<file path="config.mk">
export PLATFORM = sky130hd
export DESIGN_NAME = outer_wb_scheduler_flat
export DESIGN_NICKNAME = d
export VERILOG_FILES = /design/src/rtl/outer_wb_scheduler_if.sv /design/src/rtl/outer_wb_scheduler.sv /design/src/flat_wrapper.sv
export SDC_FILE = /design/constraint.sdc
export NUM_CORES = 1
export LEC_CHECK = 0
export ABC_AREA = 1
export CAP_MARGIN = 25
export CELL_PAD_IN_SITES_DETAIL_PLACEMENT = 2
export CELL_PAD_IN_SITES_GLOBAL_PLACEMENT = 2
export CORE_ASPECT_RATIO = 1.5
export CORE_MARGIN = 4
export CORE_UTILIZATION = 10
export DETAILED_ROUTE_END_ITERATION = 10
export GPL_TIMING_DRIVEN = 0
export HOLD_SLACK_MARGIN = 0.05
export PLACE_DENSITY_LB_ADDON = 0.1
export SYNTH_ARGS = -nofsm -noshare
export SYNTH_HDL_FRONTEND = slang
export SYNTH_SLANG_ARGS = --single-unit
</file>
<file path="constraint.sdc">
create_clock -name i_clk -period 1.6 [get_ports i_clk]
set_input_delay 0.32 -clock i_clk [delete_from_list [all_inputs] [get_ports i_clk]]
set_output_delay 0.32 -clock i_clk [all_outputs]
set_load 0.01 [all_outputs]
</file>
<file path="src/rtl/outer_wb_scheduler_if.sv">
// Wishbone link bundle for the outer 16-bit bus: one requester/target pair.
// The master modport drives the request; the slave modport answers it.
interface outer_wb_scheduler_if #(
    parameter int ADDR_W = 24
);
    logic              wb_cyc;
    logic              wb_stb;
    logic              wb_we;
    logic [ADDR_W-1:0] wb_adr;
    logic [15:0]       wb_o_dat;
    logic [1:0]        wb_sel;
    logic              wb_4_burst;
    logic              wb_8_burst;
    logic              wb_ack;
    logic              wb_err;
    logic [15:0]       wb_i_dat;

    modport master (
        output wb_cyc, wb_stb, wb_we, wb_adr, wb_o_dat, wb_sel, wb_4_burst, wb_8_burst,
        input  wb_ack, wb_err, wb_i_dat
    );

    modport slave (
        input  wb_cyc, wb_stb, wb_we, wb_adr, wb_o_dat, wb_sel, wb_4_burst, wb_8_burst,
        output wb_ack, wb_err, wb_i_dat
    );
endinterface

</file>
<file path="src/rtl/outer_wb_scheduler.sv">
// Round-robin scheduler sharing the outer Wishbone port between m0 (SPI) and m1 (inner bus).
// Define WB_TIMEOUT_EN to build the per-beat watchdog that ends hung beats with err.
//   state | meaning
//   IDLE  | no owner, arbitrate on cyc
//   OWN0  | m0 owns the bus until its cyc drops
//   OWN1  | m1 owns the bus until its cyc drops
module outer_wb_scheduler #(
    parameter int WB_ADDR_W = 24,
    parameter int TIMEOUT   = 255
) (
    input  logic                        i_clk,
    input  logic                        i_rst_n,
    outer_wb_scheduler_if.slave         m0,
    outer_wb_scheduler_if.slave         m1,
    outer_wb_scheduler_if.master        s,
    output logic [1:0]                  o_grant,
    output logic                        o_timeout
);
    typedef enum logic [1:0] {IDLE, OWN0, OWN1} state_t;

    state_t state, state_nxt;
    logic   last, last_nxt;

    logic                 own0, own1;
    logic                 own_cyc, own_stb, own_we, own_b4, own_b8;
    logic [WB_ADDR_W-1:0] own_adr;
    logic [15:0]          own_dat;
    logic [1:0]           own_sel;
    logic                 raw_stb;
    logic                 expire;
    logic                 fire;

    always_ff @(posedge i_clk) begin
        if (!i_rst_n) begin
            state <= IDLE;
            last  <= 1'b0;
        end else begin
            state <= state_nxt;
            last  <= last_nxt;
        end
    end

    // last holds the index of the most recently granted master
    always_comb begin
        state_nxt = state;
        last_nxt  = last;
        case (state)
            IDLE: begin
                if (m0.wb_cyc && m1.wb_cyc) begin
                    if (last) begin
                        state_nxt = OWN0;
                        last_nxt  = 1'b0;
                    end else begin
                        state_nxt = OWN1;
                        last_nxt  = 1'b1;
                    end
                end else if (m0.wb_cyc) begin
                    state_nxt = OWN0;
                    last_nxt  = 1'b0;
                end else if (m1.wb_cyc) begin
                    state_nxt = OWN1;
                    last_nxt  = 1'b1;
                end
            end
            OWN0:    if (!m0.wb_cyc) state_nxt = IDLE;
            OWN1:    if (!m1.wb_cyc) state_nxt = IDLE;
            default: state_nxt = IDLE;
        endcase
    end

    assign own0    = (state == OWN0);
    assign own1    = (state == OWN1);
    assign o_grant = {own1, own0};

    always_comb begin
        own_cyc = 1'b0;
        own_stb = 1'b0;
        own_we  = 1'b0;
        own_adr = '0;
        own_dat = '0;
        own_sel = '0;
        own_b4  = 1'b0;
        own_b8  = 1'b0;
        if (own0) begin
            own_cyc = m0.wb_cyc;
            own_stb = m0.wb_stb;
            own_we  = m0.wb_we;
            own_adr = m0.wb_adr;
            own_dat = m0.wb_o_dat;
            own_sel = m0.wb_sel;
            own_b4  = m0.wb_4_burst;
            own_b8  = m0.wb_8_burst;
        end else if (own1) begin
            own_cyc = m1.wb_cyc;
            own_stb = m1.wb_stb;
            own_we  = m1.wb_we;
            own_adr = m1.wb_adr;
            own_dat = m1.wb_o_dat;
            own_sel = m1.wb_sel;
            own_b4  = m1.wb_4_burst;
            own_b8  = m1.wb_8_burst;
        end
    end

    assign raw_stb = own_cyc & own_stb;

`ifdef WB_TIMEOUT_EN
    logic [15:0] wd_cnt;

    // stb masking keys off the registered count only, so there is no loop through the target's ack
    assign expire = raw_stb && (wd_cnt == 16'(TIMEOUT));
    assign fire   = expire & ~s.wb_ack & ~s.wb_err;

    always_ff @(posedge i_clk) begin
        if (!i_rst_n) begin
            wd_cnt <= 16'd0;
        end else if (!raw_stb || s.wb_ack || s.wb_err || expire) begin
            wd_cnt <= 16'd0;
        end else begin
            wd_cnt <= wd_cnt + 16'd1;
        end
    end
`else
    assign expire = 1'b0;
    assign fire   = 1'b0;
`endif

    assign o_timeout = fire;

    assign s.wb_cyc     = own_cyc;
    assign s.wb_stb     = raw_stb & ~expire;
    assign s.wb_we      = own_we;
    assign s.wb_adr     = own_adr;
    assign s.wb_o_dat   = own_dat;
    assign s.wb_sel     = own_sel;
    assign s.wb_4_burst = own_b4;
    assign s.wb_8_burst = own_b8;

    assign m0.wb_ack   = own0 & s.wb_ack;
    assign m0.wb_err   = own0 & (s.wb_err | fire);
    assign m0.wb_i_dat = s.wb_i_dat;
    assign m1.wb_ack   = own1 & s.wb_ack;
    assign m1.wb_err   = own1 & (s.wb_err | fire);
    assign m1.wb_i_dat = s.wb_i_dat;
endmodule

</file>
<file path="src/flat_wrapper.sv">
// flat-port wrapper written by rule: the top's interface ports become plain ports
module outer_wb_scheduler_flat 
#(
    parameter int WB_ADDR_W = 24,
    parameter int TIMEOUT   = 255
)
  (i_clk, i_rst_n, o_grant, o_timeout, m0_wb_cyc, m0_wb_stb, m0_wb_we, m0_wb_adr, m0_wb_o_dat, m0_wb_sel, m0_wb_4_burst, m0_wb_8_burst, m0_wb_ack, m0_wb_err, m0_wb_i_dat, m1_wb_cyc, m1_wb_stb, m1_wb_we, m1_wb_adr, m1_wb_o_dat, m1_wb_sel, m1_wb_4_burst, m1_wb_8_burst, m1_wb_ack, m1_wb_err, m1_wb_i_dat, s_wb_cyc, s_wb_stb, s_wb_we, s_wb_adr, s_wb_o_dat, s_wb_sel, s_wb_4_burst, s_wb_8_burst, s_wb_ack, s_wb_err, s_wb_i_dat);
  outer_wb_scheduler_if #(.ADDR_W(24)) m0_i ();
  outer_wb_scheduler_if #(.ADDR_W(24)) m1_i ();
  outer_wb_scheduler_if #(.ADDR_W(24)) s_i ();
  input  logic i_clk;
  input  logic i_rst_n;
  output logic [1:0] o_grant;
  output logic o_timeout;
  input wire logic [$bits(m0_i.wb_cyc)-1:0] m0_wb_cyc;
  input wire logic [$bits(m0_i.wb_stb)-1:0] m0_wb_stb;
  input wire logic [$bits(m0_i.wb_we)-1:0] m0_wb_we;
  input wire logic [$bits(m0_i.wb_adr)-1:0] m0_wb_adr;
  input wire logic [$bits(m0_i.wb_o_dat)-1:0] m0_wb_o_dat;
  input wire logic [$bits(m0_i.wb_sel)-1:0] m0_wb_sel;
  input wire logic [$bits(m0_i.wb_4_burst)-1:0] m0_wb_4_burst;
  input wire logic [$bits(m0_i.wb_8_burst)-1:0] m0_wb_8_burst;
  output wire logic [$bits(m0_i.wb_ack)-1:0] m0_wb_ack;
  output wire logic [$bits(m0_i.wb_err)-1:0] m0_wb_err;
  output wire logic [$bits(m0_i.wb_i_dat)-1:0] m0_wb_i_dat;
  input wire logic [$bits(m1_i.wb_cyc)-1:0] m1_wb_cyc;
  input wire logic [$bits(m1_i.wb_stb)-1:0] m1_wb_stb;
  input wire logic [$bits(m1_i.wb_we)-1:0] m1_wb_we;
  input wire logic [$bits(m1_i.wb_adr)-1:0] m1_wb_adr;
  input wire logic [$bits(m1_i.wb_o_dat)-1:0] m1_wb_o_dat;
  input wire logic [$bits(m1_i.wb_sel)-1:0] m1_wb_sel;
  input wire logic [$bits(m1_i.wb_4_burst)-1:0] m1_wb_4_burst;
  input wire logic [$bits(m1_i.wb_8_burst)-1:0] m1_wb_8_burst;
  output wire logic [$bits(m1_i.wb_ack)-1:0] m1_wb_ack;
  output wire logic [$bits(m1_i.wb_err)-1:0] m1_wb_err;
  output wire logic [$bits(m1_i.wb_i_dat)-1:0] m1_wb_i_dat;
  output wire logic [$bits(s_i.wb_cyc)-1:0] s_wb_cyc;
  output wire logic [$bits(s_i.wb_stb)-1:0] s_wb_stb;
  output wire logic [$bits(s_i.wb_we)-1:0] s_wb_we;
  output wire logic [$bits(s_i.wb_adr)-1:0] s_wb_adr;
  output wire logic [$bits(s_i.wb_o_dat)-1:0] s_wb_o_dat;
  output wire logic [$bits(s_i.wb_sel)-1:0] s_wb_sel;
  output wire logic [$bits(s_i.wb_4_burst)-1:0] s_wb_4_burst;
  output wire logic [$bits(s_i.wb_8_burst)-1:0] s_wb_8_burst;
  input wire logic [$bits(s_i.wb_ack)-1:0] s_wb_ack;
  input wire logic [$bits(s_i.wb_err)-1:0] s_wb_err;
  input wire logic [$bits(s_i.wb_i_dat)-1:0] s_wb_i_dat;
  assign m0_i.wb_cyc = m0_wb_cyc;
  assign m0_i.wb_stb = m0_wb_stb;
  assign m0_i.wb_we = m0_wb_we;
  assign m0_i.wb_adr = m0_wb_adr;
  assign m0_i.wb_o_dat = m0_wb_o_dat;
  assign m0_i.wb_sel = m0_wb_sel;
  assign m0_i.wb_4_burst = m0_wb_4_burst;
  assign m0_i.wb_8_burst = m0_wb_8_burst;
  assign m0_wb_ack = m0_i.wb_ack;
  assign m0_wb_err = m0_i.wb_err;
  assign m0_wb_i_dat = m0_i.wb_i_dat;
  assign m1_i.wb_cyc = m1_wb_cyc;
  assign m1_i.wb_stb = m1_wb_stb;
  assign m1_i.wb_we = m1_wb_we;
  assign m1_i.wb_adr = m1_wb_adr;
  assign m1_i.wb_o_dat = m1_wb_o_dat;
  assign m1_i.wb_sel = m1_wb_sel;
  assign m1_i.wb_4_burst = m1_wb_4_burst;
  assign m1_i.wb_8_burst = m1_wb_8_burst;
  assign m1_wb_ack = m1_i.wb_ack;
  assign m1_wb_err = m1_i.wb_err;
  assign m1_wb_i_dat = m1_i.wb_i_dat;
  assign s_wb_cyc = s_i.wb_cyc;
  assign s_wb_stb = s_i.wb_stb;
  assign s_wb_we = s_i.wb_we;
  assign s_wb_adr = s_i.wb_adr;
  assign s_wb_o_dat = s_i.wb_o_dat;
  assign s_wb_sel = s_i.wb_sel;
  assign s_wb_4_burst = s_i.wb_4_burst;
  assign s_wb_8_burst = s_i.wb_8_burst;
  assign s_i.wb_ack = s_wb_ack;
  assign s_i.wb_err = s_wb_err;
  assign s_i.wb_i_dat = s_wb_i_dat;
  outer_wb_scheduler #(.WB_ADDR_W(WB_ADDR_W), .TIMEOUT(TIMEOUT)) u_core (.i_clk(i_clk), .i_rst_n(i_rst_n), .m0(m0_i), .m1(m1_i), .s(s_i), .o_grant(o_grant), .o_timeout(o_timeout));
endmodule
</file>
# Yosys cells after proc, flatten, opt, wreduce, memory -nomap -nowiden
# Index checks and enable logic that the tools add are counted.
# classes
eq_ne	5
n_reduce_logical	5
muxes	27
bitwise_logic	5
# ops
cell	n
24-bit two-way mux	2
16-bit two-way mux	2
2-bit two-way mux	8
1-bit two-way mux	14
2-bit case mux with 3 select lines	1
1-bit bitwise AND	5
2-bit != test (second input constant)	2
4-bit by 3-bit != test with 1-bit output (second input constant)	1
3-bit AND reduction	1
3-bit nonzero test	1
2-bit by 1-bit equality test with 1-bit output (second input constant)	1
2-bit equality test (second input constant)	1
2-bit zero test	1
2-bit AND reduction	1
1-bit logical AND	1
# word_totals
reg_bits	3
output_inout_bits	86
input_bits	114
wordCells	44

# Longest topological paths before layout
# logic_depth
word_depth	4
depth_mapped	7
depth_no_buf	6

# Least setup slack after synthesis
# No wires, ideal clock.
# synth_timing
kind	register -> output
startpoint	reg u_core.state[0]
endpoint	out s_wb_stb
arrival_ps	972
stages_incl_launch_ff	8
n_path_buf	1
setup_slack_ps	308
required_ps	1280
cell_sequence	dfxtp_1 inv_2 nor2_4 buf_4 nand2_2 nand2_2 nand2_1 inv_1
# synth_via
elab_chain_cells	4
word_cells_on_any_way	7
cone_classes	eq/ne: 2; mux: 4; bitwise: 1
# synth_rtl
element	line_no	source
start, declared	outer_wb_scheduler.sv:21	state_t state, state_nxt;
start signal, assigned	outer_wb_scheduler.sv:38	state <= state_nxt;
2-bit equality test	outer_wb_scheduler.sv:72	assign own1 = (state == OWN1);
1-bit two-way mux	outer_wb_scheduler.sv:93	end else if (own1) begin
1-bit two-way mux (*)	outer_wb_scheduler.sv:84	if (own0) begin
net s_wb_cyc	flat_wrapper.sv:37	output wire logic [$bits(s_i.wb_cyc)-1:0] s_wb_cyc;
1-bit bitwise AND (*)	outer_wb_scheduler.sv:105	assign raw_stb = own_cyc & own_stb;
end, declared	flat_wrapper.sv:38	output wire logic [$bits(s_i.wb_stb)-1:0] s_wb_stb;
# The timed path passes the listed nets; every way through them passes the cells marked *.

# Worst setup path in the final report
# layout_timing
startpoint	reg u_core.state[0]
endpoint	out m0_wb_err
# layout_via
elab_chain_cells	2
# layout_rtl
element	line_no	source
2-bit by 1-bit equality test with 1-bit output	outer_wb_scheduler.sv:71	assign own0 = (state == OWN0);
1-bit bitwise AND	outer_wb_scheduler.sv:140	assign m0.wb_err = own0 & (s.wb_err | fire);
end, declared	flat_wrapper.sv:24	output wire logic [$bits(m0_i.wb_err)-1:0] m0_wb_err;
# No other way between the ends.

==> metrics <==
net count after synthesis 333; crit-path max cell delay 350 ps; Gate power share 0.719; ratio of final minimum period to clock period 1.072; starting density of the core 0.1031; CTS H-Tree Depth 1; IR Drop Worst-Case VDD 418.9 uV; final worst clock skew 2.666 ps; Net Sw Power 0.0005782 W; worst hold path startpoint u_core.last; run status finished, violations left; number of port buffers 182; Worst Path Max Fanout 4; Unique masters post-synth 13; Total Power Consumption 0.001744 W; cell breakdown of the critical path inv_4 > nor2_4 > buf_12 > buf_8 > buf_6 > buf_6 > inv_4 > nor2_4 > buf_6; final hold violation count 0; Avg Cell Area, Syn 4.822 sq um; number of nets in the finished design 540; Yosys warnings 0; commonest cells after routing, fill and taps aside sky130_fd_sc_hd__clkdlybuf4s50_1 (129), sky130_fd_sc_hd__nand2_1 (93), sky130_fd_sc_hd__buf_6 (41); fraction of power consumed by sequential logic 0.053; most numerous cell on the critical path sky130_fd_sc_hd__buf_6; die extent in x 91.91 microns; final routed DRC violation total 0; final RePlAce weighted congestion 0.7167; post-CTS clock slew at the launch and capture registers of the worst setup and hold paths 30 ps; initial antenna violation count 0; Worst setup SP type register; CP max-delay cell sky130_fd_sc_hd__dfxtp_4; failing checks negative setup slack; register area share after synthesis 0.05687; final core area utilization 0.3542; Internal Power 0.001166 W; clock power share 0.228; data required time of the worst path 1280 ps; final antenna diode count 0; area growth from synthesis to layout 243.7%; FP Rows 45; commonest non-fill, non-tap cell in the layout sky130_fd_sc_hd__clkdlybuf4s50_1; post-detailed-placement cell area 3054 sq um; CP Launch Point u_core.state[0]; number of global-route vias before repair 2343; Global Route Usage Sum 0.1241; unrepaired setup endpoints after global routing true; timing-limited maximum frequency 0.5829 GHz; Via-to-Cell Ratio 3.724; DR vias 2108; maximum number of pins on one net before global-route repair 11; antenna-violating nets left 0; Max Buffers Root-to-Sink 2; Num CTS Buffers 3; hold-fix buffer count after cts 0; Floorplan Core Area 10250 sq um; critical path type reg2out; cell count after synthesis 219; switching part of the total 0.3316; register bit count reported by yosys 3; number of placed I/O pins 200; wire length of the first global-routing pass 12150 microns; proportion of layout cells with a drive suffix above 1 0.4353; data arrival time of the worst path 1400 ps; reg2reg start u_core.state[0]; post-layout min period 1716 ps; netlist area before placement 1056 sq um; endpoint class of the critical path output port; CTS tree built; clock insertion delay at the later pin of the skew report 220 ps; number of iterations in the first detailed-routing pass 4; average detailed-routed wire length per instance 14.48 microns; static leakage 1.858 nW; classification of the worst-slack hold path reg2reg; buffers plus inverters on the worst setup path 7; Final setup violation count 51; worst setup margin -115.6 ps; first-iteration detailed-routing DRC count 10; total power density per cell area 480.4 nW/um^2; Die Y 133.9 microns; cell class contributing the biggest share of worst-path delay buffers and inverters; total die area 12300 sq um; maxcap violations 0; total grt overflow 0; design area 3630 sq um; clock tree root buffer cell sky130_fd_sc_hd__clkbuf_16; count of pins over their slew limit 0; Total Routed Length 8196 microns; post-DP HPWL 6936 microns; clock sink total 3
-- Yosys cell counts --
cell type	n	area, sq um
sky130_fd_sc_hd__inv_1	7	26.28
sky130_fd_sc_hd__dfxtp_1	3	60.06
sky130_fd_sc_hd__buf_2	6	30.03
sky130_fd_sc_hd__buf_6	2	22.52
sky130_fd_sc_hd__nor2_4	2	22.52
sky130_fd_sc_hd__buf_4	37	277.8
sky130_fd_sc_hd__inv_2	2	7.510
sky130_fd_sc_hd__nand3_1	1	5.000
sky130_fd_sc_hd__nand2_1	145	544.3
sky130_fd_sc_hd__a21oi_1	2	10.01
sky130_fd_sc_hd__conb_1	1	3.750
sky130_fd_sc_hd__nand2_2	2	12.51
sky130_fd_sc_hd__nor2_1	9	33.78
-- tightest hold or removal path, delay by kind of cell, from the launching register on --
kind | cells | cell delay [ps]
DFF | 1 | 320
and+or+nand+nor | 2 | 130
-- stage by stage --
step           setup TNS (ps)  setup WS (ps)  std cells  hold slack [ps]
5_1_grt                 -5839         -175.2        566            528.2
3_5_place_dp           -15200         -395.7        542            477.4
3_3_place_gp           -13920         -391.5        542            464.3
6_report                -2621         -115.6        566            482.9
4_1_cts                 -3211         -175.0        565            490.9
2_1_floorplan               0          308.3        219            441.9
-- power groups by stage --
stage / Sequential, W / Clock [W] / Combinational, W
after detailed placement: 0.0000938 / 0 / 0.00104
final: 0.0000927 / 0.000397 / 0.00125
after floorplan: 0.0000922 / 0 / 0.000372
after global routing: 0.0000940 / 0.000422 / 0.00135
after global placement: 0.0000929 / 0 / 0.00102
after CTS: 0.0000929 / 0.000404 / 0.00115
-- area by class of cell --
cell class	instances	area, sq um
clock buffer	4	78.83
tap	141	176.4
sequential	3	65.06
multi-input combinational	162	857.1
fill	1198	6618
inverter	9	41.29
timing repair buffer	203	2017
buffer	44	394.1
-- state kept, by name (all words and copies together), names as in the netlist --
name,flops
u_core.last,1
u_core.state,2
-- cell families after synthesis --
group                  Yosys count  synth area share
other                            1          0.003551
buffers and inverters           54            0.3448
AND/OR/NAND/NOR                159            0.5853
AO/OA/AOI/OAI                    2          0.009479
flip-flops                       3           0.05687
-- path summary, 6_finish.rpt --
check | slack (ps) | end | cells past startpoint
worst max-delay path | -120 | m0_wb_err | 9
worst min-delay path | 480 | u_core.last | 2
worst max register to register | 590 | u_core.state[1] | 5
worst min register to register | 480 | u_core.last | 2
-- metal layers --
layer  GRT usage  share of wire  up-vias  routed length (microns)
met5           0              0        -                        0
met4     0.02562          0.013        0                      103
met3     0.02581          0.067        6                      553
met2      0.2732           0.64       98                     5231
met1      0.1098           0.28      983                     2308
li1            -              -     1021                        -
-- what timing repair did --
item	CTS	global route
endpoints found under the setup margin	53	53
resized for setup	283	78
pin swaps	11	18
gates cloned	4	1
buffers inserted	15	4
No activity file was read; power rests on OpenSTA's default activity.
